### src/rtl/brent_kung_adder16_pkg.sv
// Shared constants and a behavioural reference sum for the 16-bit Brent-Kung adder.
package brent_kung_adder16_pkg;

  localparam int DEF_WIDTH = 16;
  localparam int LOG2W     = $clog2(DEF_WIDTH);

  // Plain-arithmetic {Cout,SUM} for the default width.
  function automatic logic [DEF_WIDTH:0] bk_ref(input logic [DEF_WIDTH-1:0] x,
                                                input logic [DEF_WIDTH-1:0] y,
                                                input logic                 cin);
    return {1'b0, x} + {1'b0, y} + {{DEF_WIDTH{1'b0}}, cin};
  endfunction

endpackage

### src/rtl/bk_gp_cell.sv
// Black prefix cell: (go,po) = (gi | pi&gj, pi&pj). Used as a gray cell when po is ignored.
module bk_gp_cell (
  input  logic gi,
  input  logic pi,
  input  logic gj,
  input  logic pj,
  output logic go,
  output logic po
);

  assign go = gi | (pi & gj);
  assign po = pi & pj;

endmodule

### src/rtl/brent_kung_adder16.sv
// Brent-Kung parallel-prefix adder with carry-in folded into bit 0 and a registered result.
module brent_kung_adder16
  import brent_kung_adder16_pkg::*;
#(
  parameter int WIDTH = DEF_WIDTH
) (
  input  logic             clk,
  input  logic             rst_n,
  input  logic [WIDTH-1:0] X,
  input  logic [WIDTH-1:0] Y,
  input  logic             Cin,
  output logic             Cout,
  output logic [WIDTH-1:0] SUM
);

  localparam int L = $clog2(WIDTH);

  logic [WIDTH-1:0]        g0, p0;
  logic [L:0][WIDTH-1:0]   g_up, p_up;
  logic [L-1:0][WIDTH-1:0] g_dn, p_dn;
  logic [WIDTH-1:0]        carry;
  logic [WIDTH-1:0]        sum_d, sum_q;
  logic                    cout_d, cout_q;
  logic                    unused_p;

  assign g0 = X & Y;
  assign p0 = X ^ Y;

  assign g_up[0] = {g0[WIDTH-1:1], g0[0] | (p0[0] & Cin)};
  assign p_up[0] = p0;

  // Up-sweep: at level k, nodes with (i+1) a multiple of 2^k absorb the span below them.
  for (genvar k = 1; k <= L; k++) begin : g_up_lvl
    for (genvar i = 0; i < WIDTH; i++) begin : g_up_bit
      if (((i + 1) % (1 << k)) == 0) begin : g_cell
        bk_gp_cell u_cell (
          .gi(g_up[k-1][i]),
          .pi(p_up[k-1][i]),
          .gj(g_up[k-1][i-(1<<(k-1))]),
          .pj(p_up[k-1][i-(1<<(k-1))]),
          .go(g_up[k][i]),
          .po(p_up[k][i])
        );
      end else begin : g_pass
        assign g_up[k][i] = g_up[k-1][i];
        assign p_up[k][i] = p_up[k-1][i];
      end
    end
  end

  assign g_dn[0] = g_up[L];
  assign p_dn[0] = p_up[L];

  // Down-sweep: fill the mid-span prefixes from the completed power-of-two prefixes.
  for (genvar j = 1; j < L; j++) begin : g_dn_lvl
    localparam int H = 1 << (L - j - 1);
    for (genvar i = 0; i < WIDTH; i++) begin : g_dn_bit
      if ((((i + 1) % (2 * H)) == H) && ((i + 1) >= 3 * H)) begin : g_cell
        bk_gp_cell u_cell (
          .gi(g_dn[j-1][i]),
          .pi(p_dn[j-1][i]),
          .gj(g_dn[j-1][i-H]),
          .pj(p_dn[j-1][i-H]),
          .go(g_dn[j][i]),
          .po(p_dn[j][i])
        );
      end else begin : g_pass
        assign g_dn[j][i] = g_dn[j-1][i];
        assign p_dn[j][i] = p_dn[j-1][i];
      end
    end
  end

  assign unused_p = ^p_dn[L-1];

  assign carry  = {g_dn[L-1][WIDTH-2:0], Cin};
  assign sum_d  = p0 ^ carry;
  assign cout_d = g_dn[L-1][WIDTH-1];

  always_ff @(posedge clk or negedge rst_n) begin
    if (!rst_n) begin
      sum_q  <= '0;
      cout_q <= 1'b0;
    end else begin
      sum_q  <= sum_d;
      cout_q <= cout_d;
    end
  end

  assign SUM  = sum_q;
  assign Cout = cout_q;

endmodule

### config.mk
export PLATFORM = sky130hd
export DESIGN_NAME = brent_kung_adder16
export DESIGN_NICKNAME = d
export VERILOG_FILES = /design/src/rtl/brent_kung_adder16_pkg.sv /design/src/rtl/bk_gp_cell.sv /design/src/rtl/brent_kung_adder16.sv
export SDC_FILE = /design/constraint.sdc
export NUM_CORES = 1
export LEC_CHECK = 0
export CAP_MARGIN = 25
export CORE_ASPECT_RATIO = 1.4
export CORE_MARGIN = 2
export CORE_UTILIZATION = 37
export DETAILED_ROUTE_END_ITERATION = 10
export GPL_TIMING_DRIVEN = 0
export MAX_ROUTING_LAYER = met4
export PLACE_DENSITY_LB_ADDON = 0.2
export SLEW_MARGIN = 20
export SYNTH_ARGS = -nofsm -noshare
export SYNTH_HDL_FRONTEND = slang
export SYNTH_HIERARCHICAL = 1
export SYNTH_SLANG_ARGS = --single-unit
### constraint.sdc
create_clock -name clk -period 0.8 [get_ports clk]
set_input_delay 0.08 -clock clk [delete_from_list [all_inputs] [get_ports clk]]
set_output_delay 0.08 -clock clk [all_outputs]
set_load 0.02 [all_outputs]
[Word level (Yosys, flattened, before mapping)]
Index checks and enable logic that the tools add are counted.
Word-level totals
  bits in registers: 17
  output and inout port bits: 17
  logic and storage cells: 70
Operators by class
  bitwise operators: 68
Operator list (count)
  1-bit AND: 38
  16-bit XOR: 2
  1-bit bitwise OR: 27
  16-bit AND: 1

[Depth between registers and ports, before layout]
  depth in word-level cells: 16
  mapped depth: 8
  depth with buffers taken out: 8

[Hierarchy]
The synthesis kept the hierarchy.
By module, submodules not included
  brent_kung_adder16: instances 1, cells an instance 49, area each 777.0 um2
  bk_gp_cell: instances 26, cells an instance 2, area each 15.0 um2

[Worst setup path after synthesis]
Ideal clock, no wire load.
  kind: input-to-reg
  start: in X[0]
  end: reg sum_q[15] (netlist: SUM[15])
  library setup time: 122 ps
  data arrival time: 1758 ps
  data required time: 678 ps
  setup slack: -1081 ps
  cell stages on the path: 8
  path through: fa_1 -> a21o_1 -> a21o_1 -> a21o_1 -> a21o_1 -> a21o_1 -> a21o_1 -> xor2_1
On the way
  cells in the longest elaborated chain, start to end: 16
Ends and longest elaborated chain
  start: declaration: line brent_kung_adder16.sv:9  | input logic [WIDTH-1:0] X,
  16-bit XOR: line brent_kung_adder16.sv:27  | assign p0 = X ^ Y;
  1-bit AND: line brent_kung_adder16.sv:29  | assign g_up[0] = {g0[WIDTH-1:1], g0[0] | (p0[0] & Cin)};
  1-bit bitwise OR *: line brent_kung_adder16.sv:29
  1-bit AND *: line bk_gp_cell.sv:11  | assign go = gi | (pi & gj);
  1-bit bitwise OR *: line bk_gp_cell.sv:11
  via carry[2]: line brent_kung_adder16.sv:21  | logic [WIDTH-1:0] carry;
  1-bit AND *: line bk_gp_cell.sv:11
  1-bit bitwise OR *: line bk_gp_cell.sv:11
  via carry[4]: line brent_kung_adder16.sv:21
  [2 not listed]
  via carry[8]: line brent_kung_adder16.sv:21
  [2 not listed]
  via carry[12]: line brent_kung_adder16.sv:21
  1-bit AND *: line bk_gp_cell.sv:11
  1-bit bitwise OR *: line bk_gp_cell.sv:11
  via carry[14]: line brent_kung_adder16.sv:21
  1-bit AND *: line bk_gp_cell.sv:11
  1-bit bitwise OR *: line bk_gp_cell.sv:11
  via carry[15]: line brent_kung_adder16.sv:21
  16-bit XOR *: line brent_kung_adder16.sv:77  | assign sum_d = p0 ^ carry;
  via sum_d[15]: line brent_kung_adder16.sv:22  | logic [WIDTH-1:0] sum_d, sum_q;
  end signal: assignment: line brent_kung_adder16.sv:85  | sum_q <= sum_d;
  end: declaration: line brent_kung_adder16.sv:22
Mark *: on every way through the listed nets, which the timed path passes. The rest lies on a longest branch.

==> reports/qor.csv <==
stage;metric;value;unit
placed_design;IO buf count;51;
timing;Setup TNS Final;-9.67;ns
final_layout;filler cell count;193;
worst_setup_path;startpoint types;input pin;
worst_setup_path;Slowest-stage cell, CP;ha_4;
pwr;Max rail drop VDD;1.21;mV
die;die width;48.9;um
clocking;cts hold-fix bufs;0;
clocking;clock sinks;17;
clocking;CTS tree;yes;
worst_setup_path;max incr delay on CP;0.27;ns
clocking;total CTS buffers;3;
worst_setup_path;CP Class;in2reg;
timing;Pins Over Slew Limit;0;
timing;Final Cycle Share;1.93;
flow_run;max cap viols;0;
clocking;Clock Root Buffer;clkbuf_4;
worst_setup_path;Most common cell on crit path;a21o_1;
worst_setup_path;CP Capture Type;flop;
detailed_routing;initial DRC count;2;
global_routing;initial antenna violation count;0;
worst_setup_path;CP Data Required Time;0.99;ns
detailed_routing;DR vias;945;
detailed_routing;vias per cell;4.73;
logic_synthesis;synthesized net count;136;
timing;RSZ-0062 raised after global routing;true;
logic_synthesis;Mapped Area;0.00104;mm^2
timing;Slew headroom;0.480;
timing;fmax;647;MHz
die;Rows;22;
worst_setup_path;Arr. time, crit path;1.74;ns
worst_setup_path;critical path peak fanout;3;
global_routing;first-pass GRT wire length;4570;um
global_routing;Total GRT Usage;0.190;
detailed_routing;post-detailed-route wirelength per cell;14.7;um
timing;Worst Hold Slack;-0.157;ns
global_routing;largest net degree at the start of global routing;18;
timing;Fin. Hold Viols;17;
timing;count of final setup violators;32;
timing;worst-margin pin slew;0.778;ns
logic_synthesis;Post-Syn Instances;85;
die;Die Y;66.8;um
detailed_routing;Antenna Nets Post-Route;0;
clocking;Worst-path clk slew;0.11;ns
pwr;power per cell area;1610;mW/mm^2
timing;final setup margin;-0.745;ns
placed_design;final weighted congestion in routability-driven placement;0.693;
final_layout;Multi-input gate area;790;um^2
clocking;CTS max path bufs;2;
die;I/O pin total;52;
global_routing;vias in the first global route;1105;
outcome;status;complete, but fails checks;
logic_synthesis;Mean Syn Cell Area;12.3;um^2
worst_setup_path;CP Cell Sequence;clkdlybuf4s15_1 > ha_4 > and2_2 > and2_2 > a21o_1 > a21o_1 > a21o_1 > a21o_1 > xor2_1;
detailed_routing;drt pass-1 iters;3;
timing;Tmin final;1.54;ns
logic_synthesis;Synth Warn #;6;
global_routing;grt ovf;0;
die;Core Region;0.00264;mm^2
clocking;H-tree levels;1;
outcome;failing checks;negative hold slack, negative setup slack;
die;area of the die;0.00326;mm^2
placed_design;final HPWL from detailed placement;1920;um
final_layout;Layout area overhead;91.2;%
final_layout;layout cells sized above 1;0.457;
final_layout;final cell count without fillers;200;
final_layout;n_diodes;0;
final_layout;register area;425;um^2
final_layout;Final Net Count;216;
pwr;Pleak;1.09;nW
detailed_routing;# DRC;0;
die;initial core utilization;0.394;
placed_design;DP Cell Count;172;
worst_hold_path;Worst Hold Class;in2async;
detailed_routing;Total Wirelength;2940;um
==> power by group <==
part | total, W | internal (W) | switching (W) | leakage [nW]
Sequential | 0.00113 | 0.00104 | 0.0000918 | 0.199
Clock | 0.000472 | 0.000186 | 0.000286 | 0.0177
Combinational | 0.00161 | 0.000924 | 0.000689 | 0.869
==> cells in the final DEF (no fill, tap or decap) <==
cell and n:
buf_4 22, clkbuf_2 2, a21o_1 26, and2_2 5, ha_1 2, buf_2 1
and2_4 6, dfrtp_1 17, clkbuf_4 3, ha_4 13, clkdlybuf4s15_1 8, xor2_1 15
fa_2 1, dlymetal6s2s_1 5, clkinv_2 1, clkdlybuf4s50_1 5, buf_6 21, dlygate4sd2_1 11
==> flip-flops by register name, summed over array words and instances (netlist names) <==
register	count
SUM	16
Cout	1
==> final timing paths <==
| path | to | startpoint | slack, ns |
|---|---|---|---|
| max in group asynchronous | SUM[10] | rst_n | 0.47 |
| setup / recovery | SUM[15] | X[7] | -0.74 |
| min in group clk | SUM[0] | Cin | 0.07 |
| hold / removal | SUM[1] | rst_n | -0.16 |
==> metal layers <==
layer | vias to the layer above | track usage | share of wire
met2 | 34 | 0.394 | 0.59
met3 | 6 | 0.0224 | 0.039
li1 | 454 | - | -
met5 | - | - | 0
met1 | 451 | 0.167 | 0.35
met4 | 0 | 0.0893 | 0.022
==> metrics by stage <==
stage / instance area (um^2) / setup WS, ns / util / power, W
after floorplan: 1040 / -1.01 / - / 0.00174
after global placement: 1600 / -1.59 / 0.606 / 0.00235
after detailed placement: 1600 / -1.62 / 0.606 / 0.00238
after CTS: 1890 / -0.835 / 0.715 / 0.00314
final: 1990 / -0.745 / 0.754 / 0.00321
after global routing: 1990 / -0.795 / 0.754 / 0.00339
==> worst max-delay path: cells and delay by family <==
family          cells  cell delay [ns]
compound gates      4             0.70
buf+inv             1             0.21
xor+xnor            1             0.13
fa+ha+maj           1             0.27
simple gates        2             0.35
==> timing repair <==
item | CTS | global route
endpoints found under the setup margin | 34 | 49
gates resized for setup | 155 | 22
pin swaps | 35 | 15
setup buffers | 21 | 5
endpoints found under the hold margin | 0 | 17
cloned | 0 | 0
==> area by class of cell <==
class                   instances  share of cell area
clock inverters                 1             0.00251
repair buffers                 75               0.354
multi-input cells              68               0.396
flip-flops and latches         17               0.213
clock buffers                   3              0.0113
well taps                      36              0.0226
(Power assumes the default switching activity.)
==> edit 1, RTL diff (same settings) <==
`DEF_WIDTH`: 16 -> 32.
--- a/src/rtl/brent_kung_adder16_pkg.sv
+++ b/src/rtl/brent_kung_adder16_pkg.sv
@@ -2,5 +2,5 @@
 package brent_kung_adder16_pkg;
 
-  localparam int DEF_WIDTH = 16;
+  localparam int DEF_WIDTH = 32;
   localparam int LOG2W     = $clog2(DEF_WIDTH);
 
Ports: changed (resized SUM, X and Y); port bits go from 52 to 100. No check against the original RTL was run, so the function may have changed too.
==> edit 1 against the original RTL <==
  * The flow finishes with violations (negative setup slack)
  * Final area up 110%
  * Fmax down 22%
  * Worst setup slack got worse by 0.43 ns
  * Non-clock buffer count is 67 higher
  * Synthesized area up 100%
  * Critical endpoint is now SUM[31]$_DFF_PN0_
  * Highest routed layer unchanged
  * Sequential cell count increased by 16
  * Power grew 130%
  * Combinational power is 100% higher
  * Routed wire length increased by 93%
  * Synthesized cell count is 110% higher
==> edit 1: results (changes against the original RTL) <==
dpl ws=-2.13 ns (was -1.62 ns); total global routing track utilization=17.0% (was 19.0%); final hold slack=0.0804 ns (was -0.157 ns); largest net degree at the start of global routing=21 (was 18); Critical Path Fanout Max=3 (unchanged); status=finished, violations left (unchanged); Final WS setup=-1.17 ns (was -0.745 ns); first-pass GRT wire length=7.98 mm (was 4.57 mm); Worst-path clk slew=0.07 ns (was 0.11 ns); PortBufs=99 (was 51); placer congestion estimate=0.748 (was 0.693); Largest register FFs=32 (was 16); Fillers=382 (was 193); DP Wirelength=3.72 mm (was 1.92 mm); Comb pwr share=44.5% (was 50.2%); maximum root-to-sink buffer count=2 (unchanged); Ant. Diodes=0 (unchanged); Finish-stage setup viols=64 (was 32); Peak VDD IR=1.34 mV (was 1.21 mV); Nets=427 (was 216); slew margin rel.=74.4% (was 48.0%); CP top delay family=compound AO/OA/AOI/OAI gates (unchanged); clock root cell=clkbuf_8 (was clkbuf_4); HP Class=in2reg (was in2async); Hold Startpoint=Cin; vias in the first global route=1936 (was 1105); Worst Path Arrival=2.15 ns (was 1.74 ns); slowest CP cell=fa_2 (was ha_4); synth warn=6 (unchanged); share of cells above drive strength 1=42.6% (was 45.7%); Mapped Nets=278 (was 136); Internal Power=5140 uW (was 2150 uW); via density per instance=4.88 (was 4.73); Leak=0.00231 uW (was 0.00109 uW); CP max stage delay=0.38 ns (was 0.27 ns); failing checks=negative setup slack (was negative hold slack, negative setup slack); final WL=5.67 mm (was 2.94 mm); hold path depth=2; worst hold endpoint=SUM[0]$_DFF_PN0_; Iter 0 DRT Violations=58 (was 2); TritonCTS Buffers=5 (was 3); H-tree levels=2 (was 1)
==> edit 1: worst max path at each step <==
stage | slack (ns) | from | end
2_1_floorplan | -1.43 | X[0] | SUM[31]$_DFF_PN0_
3_3_place_gp | -2.08 | X[0] | SUM[31]$_DFF_PN0_
3_5_place_dp | -2.13 | X[0] | SUM[31]$_DFF_PN0_
4_1_cts | -1.33 | Cin | SUM[31]$_DFF_PN0_
5_1_grt | -1.23 | X[0] | SUM[31]$_DFF_PN0_
6_report | -1.17 | X[0] | SUM[31]$_DFF_PN0_
==> edit 1: power groups by stage <==
stage,sequential (uW),combinational [uW],clock [uW]
finish,2210,3260,1860
global route,2230,3500,1990
CTS,2210,3030,1920
detailed placement,2160,2610,0
global placement,2160,2570,0
floorplan,2630,852,0
==> edit 1: repair_timing <==
item | 4_1_cts | 5_1_grt
cloned | 0 | 0
setup buffers | 33 | 10
endpoints found under the setup margin | 66 | 64
pin swaps | 53 | 42
hold buffers | 1 | 0
resized for setup | 268 | 59
endpoints found under the hold margin | 13 | 0
==> edit 1: final cells by class <==
cell class | instances | area, um2 | share of cell area (%)
multi-input combinational | 146 | 1640 | 40.0
timing repair buffer | 142 | 1410 | 34.4
sequential | 33 | 826 | 20.2
tap | 68 | 85.1 | 2.08
clock buffer | 5 | 68.8 | 1.68
clock inverter | 3 | 65.1 | 1.59
==> edit 1: per-layer routing <==
metal / track usage [%] / vias to the layer above / wire length (um)
li1: - / 929 / -
met1: 17.7 / 932 / 2070
met2: 30.4 / 69 / 3160
met3: 4.20 / 7 / 369
met4: 5.33 / 0 / 65
met5: - / - / 0
==> edit 1: metrics by stage <==
stage / cell area [um2] / instances / TNS, ns
global route: 4090 / 397 / -31.55
CTS: 3780 / 389 / -30.63
floorplan: 2130 / 179 / -26.65
global placement: 3210 / 346 / -88.24
detailed placement: 3230 / 347 / -53.00
finish: 4090 / 397 / -29.64
==> edit 2, RTL diff (same flow settings) <==
Made on the original files. Register the output `SUM` once more; this adds one clock of latency there. The other outputs are not delayed to match.
--- a/src/rtl/brent_kung_adder16.sv
+++ b/src/rtl/brent_kung_adder16.sv
@@ -88,5 +88,7 @@
   end
 
-  assign SUM  = sum_q;
+  always_ff @(posedge clk) begin
+    SUM <= sum_q;
+  end
   assign Cout = cout_q;
 
Behaviour: not the same (a bounded check fails within 4 cycles, from zero or initial values and one cycle with rst_n low).
==> edit 2 against the original RTL <==
  * The run still ends with negative hold slack, negative setup slack left
  * Sequential cell count increased by 16
  * Critical endpoint is now sum_q[15]$_DFF_PN0_
  * Utilization decreased by 7.4 points
  * Routed wire length grew 2.9%
  * Final area is 22% higher
  * Largest power group is now registers
  * Clock power grew to 2.7 times the old value
  * Worst setup slack lost 0.065 ns
  * Hold slack better by 0.15 ns
  * Synthesized area rose by 31%
  * Power is 58% higher
==> edit 2: results (changes against the original RTL) <==
Critical Path Fanout Max=2 (was 3); Initial DRT Pass Iterations=4 (was 3); Hold Violations, Final=17 (unchanged); first-pass GRT wire length=4.65 mm (was 4.57 mm); slowest CP cell=fa_2 (was ha_4); final hold slack=-0.00782 ns (was -0.157 ns); placer congestion estimate=0.747 (was 0.693); Worst-path clk slew=0.06 ns (was 0.11 ns); worst skew pair latency=0.28 ns; Mapped Nets=152 (was 136); Iter 0 DRT Violations=8 (was 2); Finish-stage setup viols=17 (was 32); H-tree levels=2 (was 1); Worst Path Arrival=1.77 ns (was 1.74 ns); Nets=238 (was 216); vias in the first global route=1132 (was 1105); status=finished, violations left (unchanged); Final WS setup=-0.810 ns (was -0.745 ns); Peak VDD IR=1.27 mV (was 1.21 mV); CP max stage delay=0.38 ns (was 0.27 ns); slew margin rel.=47.3% (was 48.0%); failing checks=negative hold slack, negative setup slack (unchanged); syn avg cell area=13.5 um2 (was 12.3 um2); share of cells above drive strength 1=51.1% (was 45.7%); Placed Instances=194 (was 172); DP Wirelength=1.90 mm (was 1.92 mm); TritonCTS Buffers=5 (was 3); Setup TNS Final=-8.74 ns (was -9.67 ns); clock root cell=clkbuf_8 (was clkbuf_4); final WL=3.02 mm (was 2.94 mm); post-route insts no fill=230 (was 200); via density per instance=4.68 (was 4.73)
-- edit 2: power by group --
part,switching [uW],internal (uW)
Combinational,686,969
Clock,555,701
Sequential,122,2050
Total,1360,3720
-- edit 2: worst max path at each step --
stage | slack [ns] | start | endpoint | cells past startpoint
2_1_floorplan | -1.01 | X[0] | sum_q[15]$_DFF_PN0_ | 8
3_3_place_gp | -1.58 | X[0] | sum_q[15]$_DFF_PN0_ | 9
3_5_place_dp | -1.63 | X[0] | sum_q[15]$_DFF_PN0_ | 9
4_1_cts | -0.89 | Cin | sum_q[15]$_DFF_PN0_ | 9
5_1_grt | -0.85 | X[0] | sum_q[15]$_DFF_PN0_ | 9
6_report | -0.81 | X[0] | sum_q[15]$_DFF_PN0_ | 9
-- edit 2: metrics by stage --
stage / hold WS (ns) / total power, uW / util, % / setup slack (ns) / area [um2]
after CTS: 0.0237 / 4990 / 63.8 / -0.893 / 2280
after floorplan: -0.216 / 2760 / - / -1.01 / 1370
final: -0.00782 / 5090 / 68.0 / -0.810 / 2430
after global routing: 0.0538 / 5370 / 68.0 / -0.848 / 2430
after global placement: 0.325 / 3360 / 53.9 / -1.58 / 1930
after detailed placement: 0.328 / 3410 / 53.9 / -1.63 / 1930
-- edit 2: final cells by class --
| class | instances | area (um2) |
|---|---|---|
| Fill cell | 270 | 1140 |
| Multi-Input combinational cell | 68 | 776 |
| Sequential cell | 33 | 766 |
| Timing Repair Buffer | 79 | 751 |
| Clock buffer | 8 | 90.1 |
| Tap cell | 42 | 52.6 |
-- edit 2: layer usage --
metal	vias up	GRT usage, %	wire length [um]
met1	513	12.8	1010
met2	40	29.2	1750
met3	8	5.77	182
met4	0	10.0	87
met5	-	-	0
li1	515	-	-
-- edit 2: what timing repair did --
action | CTS | global route
hold buffers | 0 | 0
pin swaps | 38 | 32
gates resized for setup | 167 | 29
cloned | 0 | 0
setup endpoints to repair | 51 | 32
setup buffers | 23 | 8
hold endpoints to repair | 0 | 0
